--- src/rtl/nibble_serial_add_ctrl_if.sv ---
// Operand/result handshake bundle for nibble_serial_add_ctrl.
//   master : producer of operands and consumer of results (drives in_valid, A, B, out_ready)
//   slave  : the adder controller (drives in_ready, out_valid, Sum, Cout)
// Optional macro ADDER_SUB_EN adds the 'sub' request bit sampled with A/B.
interface nibble_serial_add_ctrl_if #(
  parameter int unsigned N = 16
);
  logic         in_valid;
  logic         in_ready;
  logic [N:1]   A;
  logic [N:1]   B;
  logic         out_valid;
  logic         out_ready;
  logic [N:1]   Sum;
  logic         Cout;
`ifdef ADDER_SUB_EN
  logic         sub;
`endif

  modport master (
`ifdef ADDER_SUB_EN
    output sub,
`endif
    output in_valid, A, B, out_ready,
    input  in_ready, out_valid, Sum, Cout
  );

  modport slave (
`ifdef ADDER_SUB_EN
    input  sub,
`endif
    input  in_valid, A, B, out_ready,
    output in_ready, out_valid, Sum, Cout
  );
endinterface

--- src/rtl/nibble_serial_add_ctrl.sv ---
// Multi-cycle N-bit adder: one 4-bit ripple slice reused over N/4 steps, LSB nibble
// first, with the inter-nibble carry held in a register.
// Ports:
//   clk  : clock, all state on rising edge
//   rst  : synchronous active-high reset, priority over everything
//   bus  : nibble_serial_add_ctrl_if.slave (in_valid/in_ready/A/B, out_valid/out_ready/Sum/Cout)
// Optional macro ADDER_SUB_EN: accepts bus.sub; sub=1 computes A-B as A+~B+1
// (Cout=1 means no borrow). Undefined: add only.
module nibble_serial_add_ctrl #(
  parameter int unsigned N = 16
) (
  input logic                   clk,
  input logic                   rst,
  nibble_serial_add_ctrl_if.slave bus
);

  localparam int unsigned STEPS = N / 4;
  localparam int unsigned SW    = (STEPS > 1) ? $clog2(STEPS) : 1;
  localparam int unsigned LAST  = STEPS - 1;

  generate
    if ((N % 4) != 0 || N < 4) begin : g_bad_n
      $error("nibble_serial_add_ctrl: N must be a multiple of 4 and >= 4");
    end
  endgenerate

  typedef enum logic [1:0] {IDLE, RUN, DONE} state_e;

  state_e          state_q, state_d;
  logic [SW-1:0]   step_q, step_d;
  logic            carry_q, carry_d;
  logic [N:1]      opa_q, opa_d;
  logic [N:1]      opb_q, opb_d;
  logic [N:1]      sum_q, sum_d;
  logic            cout_q, cout_d;
  logic            in_ready_q, in_ready_d;
  logic            out_valid_q, out_valid_d;

  logic            sub_c;
  logic [3:0]      slice_a_c, slice_b_c;
  logic [4:0]      nib_c;

`ifdef ADDER_SUB_EN
  assign sub_c = bus.sub;
`else
  assign sub_c = 1'b0;
`endif

  // State register
  always_ff @(posedge clk) begin
    if (rst) begin
      state_q     <= IDLE;
      step_q      <= '0;
      carry_q     <= 1'b0;
      opa_q       <= '0;
      opb_q       <= '0;
      sum_q       <= '0;
      cout_q      <= 1'b0;
      in_ready_q  <= 1'b1;
      out_valid_q <= 1'b0;
    end else begin
      state_q     <= state_d;
      step_q      <= step_d;
      carry_q     <= carry_d;
      opa_q       <= opa_d;
      opb_q       <= opb_d;
      sum_q       <= sum_d;
      cout_q      <= cout_d;
      in_ready_q  <= in_ready_d;
      out_valid_q <= out_valid_d;
    end
  end

  // Slice operand select and the shared 4-bit add
  always_comb begin
    slice_a_c = 4'h0;
    slice_b_c = 4'h0;
    for (int unsigned s = 0; s < STEPS; s++) begin
      if (step_q == SW'(s)) begin
        slice_a_c = opa_q[4*s+1 +: 4];
        slice_b_c = opb_q[4*s+1 +: 4];
      end
    end
    nib_c = {1'b0, slice_a_c} + {1'b0, slice_b_c} + {4'h0, carry_q};
  end

  // Next-state and datapath update
  always_comb begin
    state_d = state_q;
    step_d  = step_q;
    carry_d = carry_q;
    opa_d   = opa_q;
    opb_d   = opb_q;
    sum_d   = sum_q;
    cout_d  = cout_q;

    unique case (state_q)
      IDLE: begin
        if (bus.in_valid) begin
          // Subtract stores ~B and seeds the carry with 1 (two's complement)
          opa_d   = bus.A;
          opb_d   = bus.B ^ {N{sub_c}};
          carry_d = sub_c;
          step_d  = '0;
          state_d = RUN;
        end
      end
      RUN: begin
        for (int unsigned s = 0; s < STEPS; s++) begin
          if (step_q == SW'(s)) begin
            sum_d[4*s+1 +: 4] = nib_c[3:0];
          end
        end
        carry_d = nib_c[4];
        step_d  = step_q + SW'(1);
        if (step_q == SW'(LAST)) begin
          cout_d  = nib_c[4];
          state_d = DONE;
        end
      end
      DONE: begin
        if (bus.out_ready) begin
          state_d = IDLE;
        end
      end
      default: state_d = IDLE;
    endcase

    // Handshake flags registered from the upcoming state
    in_ready_d  = (state_d == IDLE);
    out_valid_d = (state_d == DONE);
  end

  assign bus.in_ready  = in_ready_q;
  assign bus.out_valid = out_valid_q;
  assign bus.Sum       = sum_q;
  assign bus.Cout      = cout_q;

endmodule

--- src/flat_wrapper.sv ---
// flat-port wrapper written by rule: the top's interface ports become plain ports
module nibble_serial_add_ctrl_flat 
#(
  parameter int unsigned N = 16
)
  (clk, rst, bus_in_valid, bus_A, bus_B, bus_out_ready, bus_in_ready, bus_out_valid, bus_Sum, bus_Cout);
  nibble_serial_add_ctrl_if #(.N(N)) bus_i ();
  input logic clk;
  input logic rst;
  input wire logic [$bits(bus_i.in_valid)-1:0] bus_in_valid;
  input wire logic [$bits(bus_i.A)-1:0] bus_A;
  input wire logic [$bits(bus_i.B)-1:0] bus_B;
  input wire logic [$bits(bus_i.out_ready)-1:0] bus_out_ready;
  output wire logic [$bits(bus_i.in_ready)-1:0] bus_in_ready;
  output wire logic [$bits(bus_i.out_valid)-1:0] bus_out_valid;
  output wire logic [$bits(bus_i.Sum)-1:0] bus_Sum;
  output wire logic [$bits(bus_i.Cout)-1:0] bus_Cout;
  assign bus_i.in_valid = bus_in_valid;
  assign bus_i.A = bus_A;
  assign bus_i.B = bus_B;
  assign bus_i.out_ready = bus_out_ready;
  assign bus_in_ready = bus_i.in_ready;
  assign bus_out_valid = bus_i.out_valid;
  assign bus_Sum = bus_i.Sum;
  assign bus_Cout = bus_i.Cout;
  nibble_serial_add_ctrl #(.N(N)) u_core (.clk(clk), .rst(rst), .bus(bus_i));
endmodule
--- config.mk ---
export PLATFORM = sky130hd
export DESIGN_NAME = nibble_serial_add_ctrl_flat
export DESIGN_NICKNAME = d
export VERILOG_FILES = /design/src/rtl/nibble_serial_add_ctrl_if.sv /design/src/rtl/nibble_serial_add_ctrl.sv /design/src/flat_wrapper.sv
export SDC_FILE = /design/constraint.sdc
export NUM_CORES = 1
export LEC_CHECK = 0
export ABC_AREA = 1
export CAP_MARGIN = 10
export CORE_MARGIN = 2
export CORE_UTILIZATION = 40
export DETAILED_ROUTE_END_ITERATION = 7
export DONT_BUFFER_PORTS = 1
export GPL_TIMING_DRIVEN = 0
export SLEW_MARGIN = 10
export SYNTH_ARGS = -nofsm -noshare
export SYNTH_HDL_FRONTEND = slang
export SYNTH_SLANG_ARGS = --single-unit
--- constraint.sdc ---
create_clock -name clk -period 3.4 [get_ports clk]
set_clock_uncertainty 0.1 [all_clocks]
set_input_delay 0.68 -clock clk [delete_from_list [all_inputs] [get_ports clk]]
set_output_delay 0.68 -clock clk [all_outputs]
set_load 0.005 [all_outputs]
==> flow_summary_export.csv <==
group,metric,value,unit
synthesis,avgSynthCellArea,7.608,sq um
floorplanning,core,5956,sq um
detailed_routing,num_vias,2042,
clock_tree,holdBufCountCts,0,
setup_path,crit_path_max_incr_delay,0.44,ns
placed_design,dp_slack,0.4953,ns
pwr,power_density,494.4,nW/um^2
synthesis,ys_warn_count,0,
floorplanning,dieArea,6806,sq um
detailed_routing,initialDrtViolationCount,116,
synthesis,yosysSeqAreaShare,45.48,%
clock_tree,clk_path_buf_depth,2,
sta,tns,0,ns
setup_path,start_kind,"flip-flop",
sta,finalHoldViolations,0,
setup_path,worst-path-buf-inv,3,
clock_tree,cts_tree,"yes",
cells_and_area,drive_gt1_share,10.24,%
grt,grt_max_degree,19,
pwr,vdd_drop_max,241.3,uV
pwr,leakagePower,0.001168,uW
synthesis,yosysUniqueCellTypes,25,
setup_path,regToRegStartpoint,"u_core.step_q[1]",
flow_run,cap_violations,0,
setup_path,cpLargestDelayFamily,"adder cells",
grt,grt_overflow,0,
synthesis,yosysMostFrequentCell,"nor2_1",
cells_and_area,fin_util,44.52,%
synthesis,async_reset_ff_share,0,%
setup_path,critical_path_arrival,3.07,ns
floorplanning,die_w,82.50,um
sta,setup_viol,0,
clock_tree,postCtsResizedCells,0,
setup_path,critical_path_class,"flip-flop to flip-flop",
synthesis,synthMuxAreaShare,0,%
synthesis,synth_nets,369,
sta,layout_setup_ws,0.4697,ns
synthesis,synth_common_cells,"73 x nor2_1, 56 x dfxtp_1, 47 x o21ai_0",
min_path,hold_path_class,"flip-flop to flip-flop",
setup_path,reg2reg_depth,12,
grt,grt_use_total,18.03,%
setup_path,cp_data_required_time,3.54,ns
cells_and_area,fin_nets,376,
pwr,combPwrFrac,16.3,%
detailed_routing,dr.pass1.iters,4,
pwr,p_clk_share,28.2,%
detailed_routing,via_per_inst,5.017,
grt,grt_pass1_vias,1889,
synthesis,synth_xor_area_share,0.3553,%
setup_path,reg2reg_slack,0.47,ns
sta,finalMaxSlewViolations,0,
clock_tree,post_cts_buffers,0,
clock_tree,htreeDepth,2,
sta,fin_crit_sh,86.18,%
pwr,switching_share,29.68,%
sta,whs,0.3725,ns
detailed_routing,drtAntennaViolNets,0,
placed_design,hpwl,4.197,mm
synthesis,ys_seq_elements,56,
synthesis,synth_compound_area_share,19.75,%
synthesis,synth_edf_count,0,
placed_design,dpl_cell_area,2559,sq um
synthesis,synthCells,324,
min_path,hold_start,"u_core.opa_q[2]",
setup_path,cp-end-kind,"flip-flop",
synthesis,synth_area,2465,sq um
placed_design,routabilityCongestion,0.8660,
pwr,p_seq_share,55.5,%
synthesis,synth.top_cells.by_area,"dfxtp_1 45%, nor2_1 11%, o21ai_0 9.5%, a21oi_1 6.5%, nand2_1 5.8%",
pwr,p_sw,389.0,uW
detailed_routing,drt-wirelength-per-cell,14.06,um
floorplanning,fp-row-count,28,
clock_tree,cts_buffers,5,
cells_and_area,areaGrowthSynthToFinish,7.563,%
floorplanning,initial_core_util,41.39,%
clock_tree,cts_root_buf,"clkbuf_8",
sta,period_needed,2.930,ns
setup_path,cp_slowest_cell,"fa_1",
pwr,p_int,921.8,uW
synthesis,synth_largest_area_cell,"dfxtp_1",
placed_design,numPortBuffers,0,
setup_path,timing.rr.end,"u_core.carry_q",
floorplanning,num_io_pins,55,
detailed_routing,remaining_drc_errors,0,
sta,worst_pin_slew,0.4637,ns
grt,grt_antenna_before_repair,0,
min_path,worstHoldPathCells,2,
synthesis,dominantRegCellSynth,"dfxtp_1",
synthesis,synth_top_family_by_area,"simple AND/OR/NAND/NOR gates",
cells_and_area,n_antenna_cell,0,
run_status,outcome,"finished clean",
setup_path,path_max_fanout,10,
clock_tree,path_clk_slew,0.10,ns
sta,relSlewSlack,69.08,%
setup_path,path_cells,"inv_1, ha_1, inv_1, buf_6, nand3_1, a21oi_1, o22ai_1, fa_1, fa_1, o21ai_0, nand2_1, a21oi_1",
clock_tree,clkLatencyLatePin,0.31,ns
clock_tree,clock_sinks,56,
cells_and_area,finish.instance_area,2651,sq um
synthesis,synthAdderAreaFrac,5.178,%
synthesis,yosysTopAreaCellShare,45.48,%
floorplanning,die_h,82.50,um
sta,max_freq,341.3,MHz
detailed_routing,routed_wl,5.722,mm
sta,grt_setup_unrepaired,"false",
min_path,holdPathEnd,"u_core.opa_q[2]",
synthesis,synthSimpleGateAreaFrac,21.68,%
grt,grt_pass1_wl,9.156,mm
cell usage in the layout (no fill, tap or decap), drive strengths merged:
| cell type | netlist | final |
|---|---|---|
| o31ai | 1 | 1 |
| nand2 | 39 | 39 |
| a21oi | 32 | 32 |
| o211ai | 4 | 4 |
| o22ai | 2 | 2 |
| nand3 | 10 | 10 |
| buf | 15 | 15 |
| dfxtp | 56 | 56 |
| clkinv | 0 | 1 |
| nor2 | 78 | 78 |
| inv | 23 | 23 |
| o21ai | 49 | 49 |
| o21a | 3 | 3 |
| fa | 2 | 2 |
| xnor2 | 1 | 1 |
| clkbuf | 2 | 7 |
| ha | 7 | 7 |
| clkinvlp | 0 | 2 |
cell families after synthesis:
logic type,after synthesis
flip-flops,56
adder cells (fa/ha/maj),9
AND/OR/NAND/NOR,127
XOR/XNOR,1
buffers and inverters,40
AO/OA/AOI/OAI,91
state kept, by name, summed over array words and instances, names as in the netlist:
register / count
u_core.bus.Sum: 16
u_core.step_q: 2
u_core.opa_q: 16
u_core.opb_q: 16
u_core.bus.out_valid: 1
u_core.bus.in_ready: 1
u_core.state_q: 2
u_core.bus.Cout: 1
u_core.carry_q: 1
per-layer routing:
metal,wire length [um],vias to the layer above,GRT usage [%]
li1,-,1067,-
met5,0,-,0
met4,88,0,6.393
met3,309,7,3.152
met2,2574,45,27.58
met1,2750,923,25.52
per-stage QoR:
stage                     instances  power (uW)
after floorplan                 324       898.8
after global placement          399       953.1
after detailed placement        399       956.6
after CTS                       407        1323
after global routing            407        1382
final                           407        1311
area by class of cell:
type	instances	area (sq um)
fillers	653	3304
multi-input cells	228	1157
flip-flops and latches	56	1121
plain buffers	17	100.1
well taps	75	93.84
inverters	23	86.33
clock buffers	5	68.82
clock inverters	3	23.77
worst reg2reg max path, stage by stage (launching register included):
cell	delay, ns
dfxtp_1	0.38
inv_1	0.08
ha_1	0.28
inv_1	0.18
buf_6	0.17
nand3_1	0.07
a21oi_1	0.14
o22ai_1	0.13
fa_1	0.44
fa_1	0.41
o21ai_0	0.27
nand2_1	0.08
a21oi_1	0.14
worst max-delay path by stage:
stage | to | cells past startpoint | start
after global placement | u_core.bus.Cout | 12 | u_core.step_q[1]
after CTS | u_core.carry_q | 12 | u_core.step_q[1]
after global routing | u_core.carry_q | 12 | u_core.step_q[1]
final | u_core.carry_q | 12 | u_core.step_q[1]
after detailed placement | u_core.bus.Sum[11] | 12 | u_core.step_q[1]
after floorplan | u_core.bus.Cout | 12 | u_core.step_q[1]
power groups by stage:
| stage | registers [uW] | clock network, uW | logic [uW] |
|---|---|---|---|
| floorplan | 732 | 0 | 166 |
| global placement | 742 | 0 | 211 |
| detailed placement | 742 | 0 | 215 |
| CTS | 727 | 380 | 216 |
| global route | 734 | 403 | 245 |
| finish | 728 | 370 | 214 |
Note: power is estimated with default switching activity, not from simulation.
==> RTL change 1 (config.mk and constraints unchanged) <==
`N` is set to 16 in 3 places; all go to 8.
--- a/src/rtl/nibble_serial_add_ctrl_if.sv
+++ b/src/rtl/nibble_serial_add_ctrl_if.sv
@@ -4,5 +4,5 @@
 // Optional macro ADDER_SUB_EN adds the 'sub' request bit sampled with A/B.
 interface nibble_serial_add_ctrl_if #(
-  parameter int unsigned N = 16
+  parameter int unsigned N = 8
 );
   logic         in_valid;
--- a/src/rtl/nibble_serial_add_ctrl.sv
+++ b/src/rtl/nibble_serial_add_ctrl.sv
@@ -8,5 +8,5 @@
 // (Cout=1 means no borrow). Undefined: add only.
 module nibble_serial_add_ctrl #(
-  parameter int unsigned N = 16
+  parameter int unsigned N = 8
 ) (
   input logic                   clk,
--- a/src/flat_wrapper.sv
+++ b/src/flat_wrapper.sv
@@ -2,5 +2,5 @@
 module nibble_serial_add_ctrl_flat 
 #(
-  parameter int unsigned N = 16
+  parameter int unsigned N = 8
 )
   (clk, rst, bus_in_valid, bus_A, bus_B, bus_out_ready, bus_in_ready, bus_out_valid, bus_Sum, bus_Cout);
Interface: changed (resized bus_A, bus_B and bus_Sum); port bits go from 55 to 31. The function was not compared with the original's and may differ.
==> RTL change 1 against the unedited design <==
- wire length down 50%
- total power down 44%
- worst setup slack better by 0.60 ns
- final area down 43%
- maximum frequency up 26%
- critical endpoint unchanged
- area after synthesis down 43%
- sequential cell count down 25
- synthesized cell count down 44%
- die area down 41%
- combinational power down 43%
- final cell count down 42%
- highest routed layer unchanged
- non-clock buffer count down 10
==> RTL change 1: results (changes against the unedited design) <==
[status]
status = finished, final reports clean

[drt]
drt_iter0_drc = 38  ; -67%
drt_wl_total_mm = 2.86  ; -50%
wl_met1_mm = 1.23  ; -55%
wl_met2_mm = 1.37  ; -47%
routed_via_density = 4.87  ; -2.9%
met3_length_um = 203  ; -34%

[global_routing]
grt_pass1_vias = 1112  ; -41%
use_met3_pct = 5.71  ; +2.6 points
grt_usage_pct = 16.4  ; -1.6 points
grt_max_degree = 11  ; -8
grt_util_met2_pct = 25.9  ; -1.6 points
grt_pass1_wl_mm = 4.89  ; -47%
use_met1_pct = 18.9  ; -6.6 points

[sta]
tightest_slew_ns = 0.502  ; +0.0378 ns
fmax_mhz = 430  ; +26%

[logic_synthesis]
synth_area_leaders = dfxtp_1 (44%), nand2_1 (16%), a21oi_1 (10%)
syn-num-nets = 206  ; -44%
yosysSeqAreaShare_pct = 44.4  ; -1.1 points
syn_area_um2 = 1400  ; -43%
synth_cell_types = 26  ; +4.0%
netlist_top_cells_count = nand2_1 (58), dfxtp_1 (31), a21oi_1 (29)
synthCells = 181  ; -44%

[worst_setup_path]
worst_ep_arrival_time_ns = 2.50  ; -0.57 ns
r2r_slack_ns = 1.07  ; +0.60 ns
cp_slowest_cell = dfxtp_1
r2r_cells = 8  ; -4
critical_path.max_fanout = 10  ; unchanged
startpoint = u_core.step_q

[final_layout]
buffers_excl_clock = 7  ; -10
n_sequential_cell = 31  ; -45%
clock_cell_area_share_pct = 3.49  ; -0.0067 points
n_all_inverters = 21  ; -8.7%
multi_input_cells = 122  ; -46%
final_util_pct = 45.2  ; +0.67 points
seq_area_share_pct = 41.2  ; -1.1 points
nFillCells = 389  ; -40%
multi_input_area_share_pct = 42.8  ; -0.83 points
drive_gt1_share_pct = 13.2  ; +3.0 points
buffer_area_share_pct = 3.15  ; -0.62 points

[place]
place.gp.congestion = 0.876  ; +1.1%
port_buffers = 0  ; unchanged
pre_cts_slack_ns = 1.08  ; +0.587 ns
hpwl_mm = 2.17  ; -48%
post-place-cells = 227  ; -43%

[clock_tree]
clock-root-buffer = clkbuf_4
clk_latency_ns = 0.33  ; +0.02 ns
post_cts_resized = 0  ; unchanged
numCtsBuffers = 5  ; unchanged

[worst_hold_path]
hold_start = u_core.opb_q[3]
min_to = u_core.opb_q[3]

[pwr]
p_seq_share_pct = 54.9  ; -0.6 points
irDropWorstVdd_uv = 191  ; -21%
comb_cell_power_uw = 123  ; -43%
cellLeakagePower_nw = 0.632  ; -46%
combPwrFrac_pct = 16.9  ; +0.6 points
cellInternalPower_uw = 508  ; -45%

## RTL change 1: cell types whose count changed in the layout (fill, tap and decap cells not counted), moves of 4 or more
cell      change
buf_2         -6
buf_4         -4
clkbuf_4      +5
clkbuf_8      -5
dfxtp_1      -25
ha_1          -4
nand2_1      +20
nor2_1       -69
nor2_4        -4
o21ai_0      -44
## RTL change 1: logic make-up (layout without fill, tap and decap cells)
kind of cell	Yosys count	in the layout	synth area share, %
simple gates	78	78	24.4
compound gates	36	36	14.2
flops	31	31	44.4
buf+inv	28	36	9.40
fa+ha+maj	5	5	5.55
mux	2	2	1.43
xor+xnor	1	1	0.627
## RTL change 1: critical path: cells and delay by family (launching register included)
family	cells	cell delay (ns)
flip-flops	1	0.44
adder cells (fa/ha/maj)	2	0.86
multiplexers	1	0.15
AND/OR/NAND/NOR	3	0.35
buffers and inverters	1	0.26
AO/OA/AOI/OAI	1	0.11
==> RTL change 2 (same flow settings) <==
Without the edit above. Make the reset (`rst`) asynchronous in one clocked block. Comments in the files are not updated.
--- a/src/rtl/nibble_serial_add_ctrl.sv
+++ b/src/rtl/nibble_serial_add_ctrl.sv
@@ -48,5 +48,5 @@
 
   // State register
-  always_ff @(posedge clk) begin
+  always_ff @(posedge clk or posedge rst) begin
     if (rst) begin
       state_q     <= IDLE;
Behaviour: differs if rst is asserted again (counterexample within 4 cycles, from zero or initial values and one cycle with rst high); with rst held inactive, the same outputs for 10 cycles.
==> RTL change 2 against the unedited design <==
- worst setup slack lost 0.051 ns
- die area grew 7.5%
- area after synthesis grew 7.9%
- final area grew 8.4%
- sequential cell count is the same
- count of clock-buffer cells in the layout grew 2
- wire length grew 0.80%
Power is not compared: it rests on default switching activity, and its combinational part moved more than twofold at a synthesized area within 25%.
==> RTL change 2: results (changes against the unedited design) <==
[sta]
tightest_slew_ns = 0.550  ; +0.0863 ns

[final_layout]
n_clock_buffer = 7  ; +2
seq_area_um2 = 1400  ; +25%
drive_gt1_share_pct = 8.79  ; -1.5 points
clock_cell_area_share_pct = 3.27  ; -0.23 points
fin_nets = 374  ; -0.53%
nFillCells = 641  ; -1.8%
n_all_inverters = 25  ; +8.7%
buffers_excl_clock = 13  ; -4
buffer_area_share_pct = 3.05  ; -0.73 points
multi_input_area_share_pct = 38.2  ; -5.4 points

[logic_synthesis]
ys_warn_count = 0  ; unchanged
avgSynthCellArea_um2 = 8.29  ; +8.9%
synth_area_leaders = dfrtp_1 (52%), nand2_1 (18%), nand3_1 (6.8%)
yosysSeqAreaShare_pct = 52.7  ; +7.2 points
netlist_top_cells_count = nand2_1 (127), dfrtp_1 (55), nand3_1 (36)
synth_top_flop_cell = dfrtp_1
ys_async_sr_fraction_pct = 100  ; +100 points

[global_routing]
use_met3_pct = 4.52  ; +1.4 points
grt_pass1_wl_mm = 9.79  ; +6.9%
grt_usage_pct = 17.0  ; -0.98 points
use_met1_pct = 22.7  ; -2.8 points
grt_pass1_vias = 2041  ; +8.0%
grt_max_degree = 33  ; +14
grt_util_met2_pct = 28.1  ; +0.47 points

[worst_setup_path]
cp_slowest_cell = dfrtp_1
slowest_delay_ns = 0.42  ; -0.02 ns
worst_ep_arrival_time_ns = 3.13  ; +0.06 ns

[drt]
met3_length_um = 339  ; +9.7%
drt_wl_total_mm = 5.77  ; +0.80%
wire_per_inst_um = 14.2  ; +0.80%
drt_iter0_drc = 62  ; -47%
wl_met2_mm = 2.66  ; +3.4%
routed_via_density = 5.00  ; -0.29%

[pwr]
power_mw = 3.12
cellLeakagePower_nw = 1.51

[place]
hpwl_mm = 4.23  ; +0.86%
place.gp.congestion = 0.815  ; -5.8%
pre_cts_slack_ns = 0.303  ; -0.193 ns

[status]
status = finished, final reports clean

[worst_hold_path]
worstHoldPathType = primary input to async pin

[clock_tree]
path_clk_slew_ns = 0.10  ; about the same

-- RTL change 2: cell types whose count changed after synthesis, moves of 26 or more --
cell / change
nor2_1: -64
o21ai_0: -34
nand2_1: +89
nand3_1: +26
dfrtp_1: +55
dfxtp_1: -56
-- RTL change 2: repair_timing --
action	in CTS	in global routing
resized for setup	0	1
buffers inserted	0	0
endpoints found under the setup margin	0	7
hold endpoints to repair	0	0
-- RTL change 2: worst paths after layout --
path | end | cells past startpoint | slack [ns] | from
max in group asynchronous | u_core.opa_q[15] | 2 | 2.44 | rst
setup reg to reg | u_core.bus.Sum[11] | 11 | 0.42 | u_core.step_q[0]
setup / recovery | u_core.bus.Sum[11] | 11 | 0.42 | u_core.step_q[0]
min in group clk | u_core.state_q[1] | 1 | 0.35 | bus_out_ready
hold / removal | u_core.bus.Sum[7] | 1 | 0.18 | rst
hold reg to reg | u_core.opb_q[11] | 2 | 0.38 | u_core.opb_q[11]
-- RTL change 2: stage by stage --
| stage | instance area, um^2 | utilization [%] |
|---|---|---|
| floorplan | 2660 | - |
| detailed placement | 2780 | 43.5 |
| finish | 2870 | 45.0 |
| global placement | 2760 | 43.2 |
| CTS | 2870 | 44.9 |
| global route | 2870 | 45.0 |
-- RTL change 2: logic make-up (layout without fill, tap and decap cells) --
| kind of cell | after synthesis | after routing | synth area share [%] |
|---|---|---|---|
| AOI/OAI and AO/OA | 38 | 38 | 7.48 |
| and+or+nand+nor | 180 | 180 | 28.6 |
| adders and majority gates | 9 | 9 | 4.80 |
| DFF | 56 | 56 | 52.7 |
| buffers and inverters | 37 | 46 | 6.07 |
| xor gates and xnor gates | 1 | 1 | 0.329 |
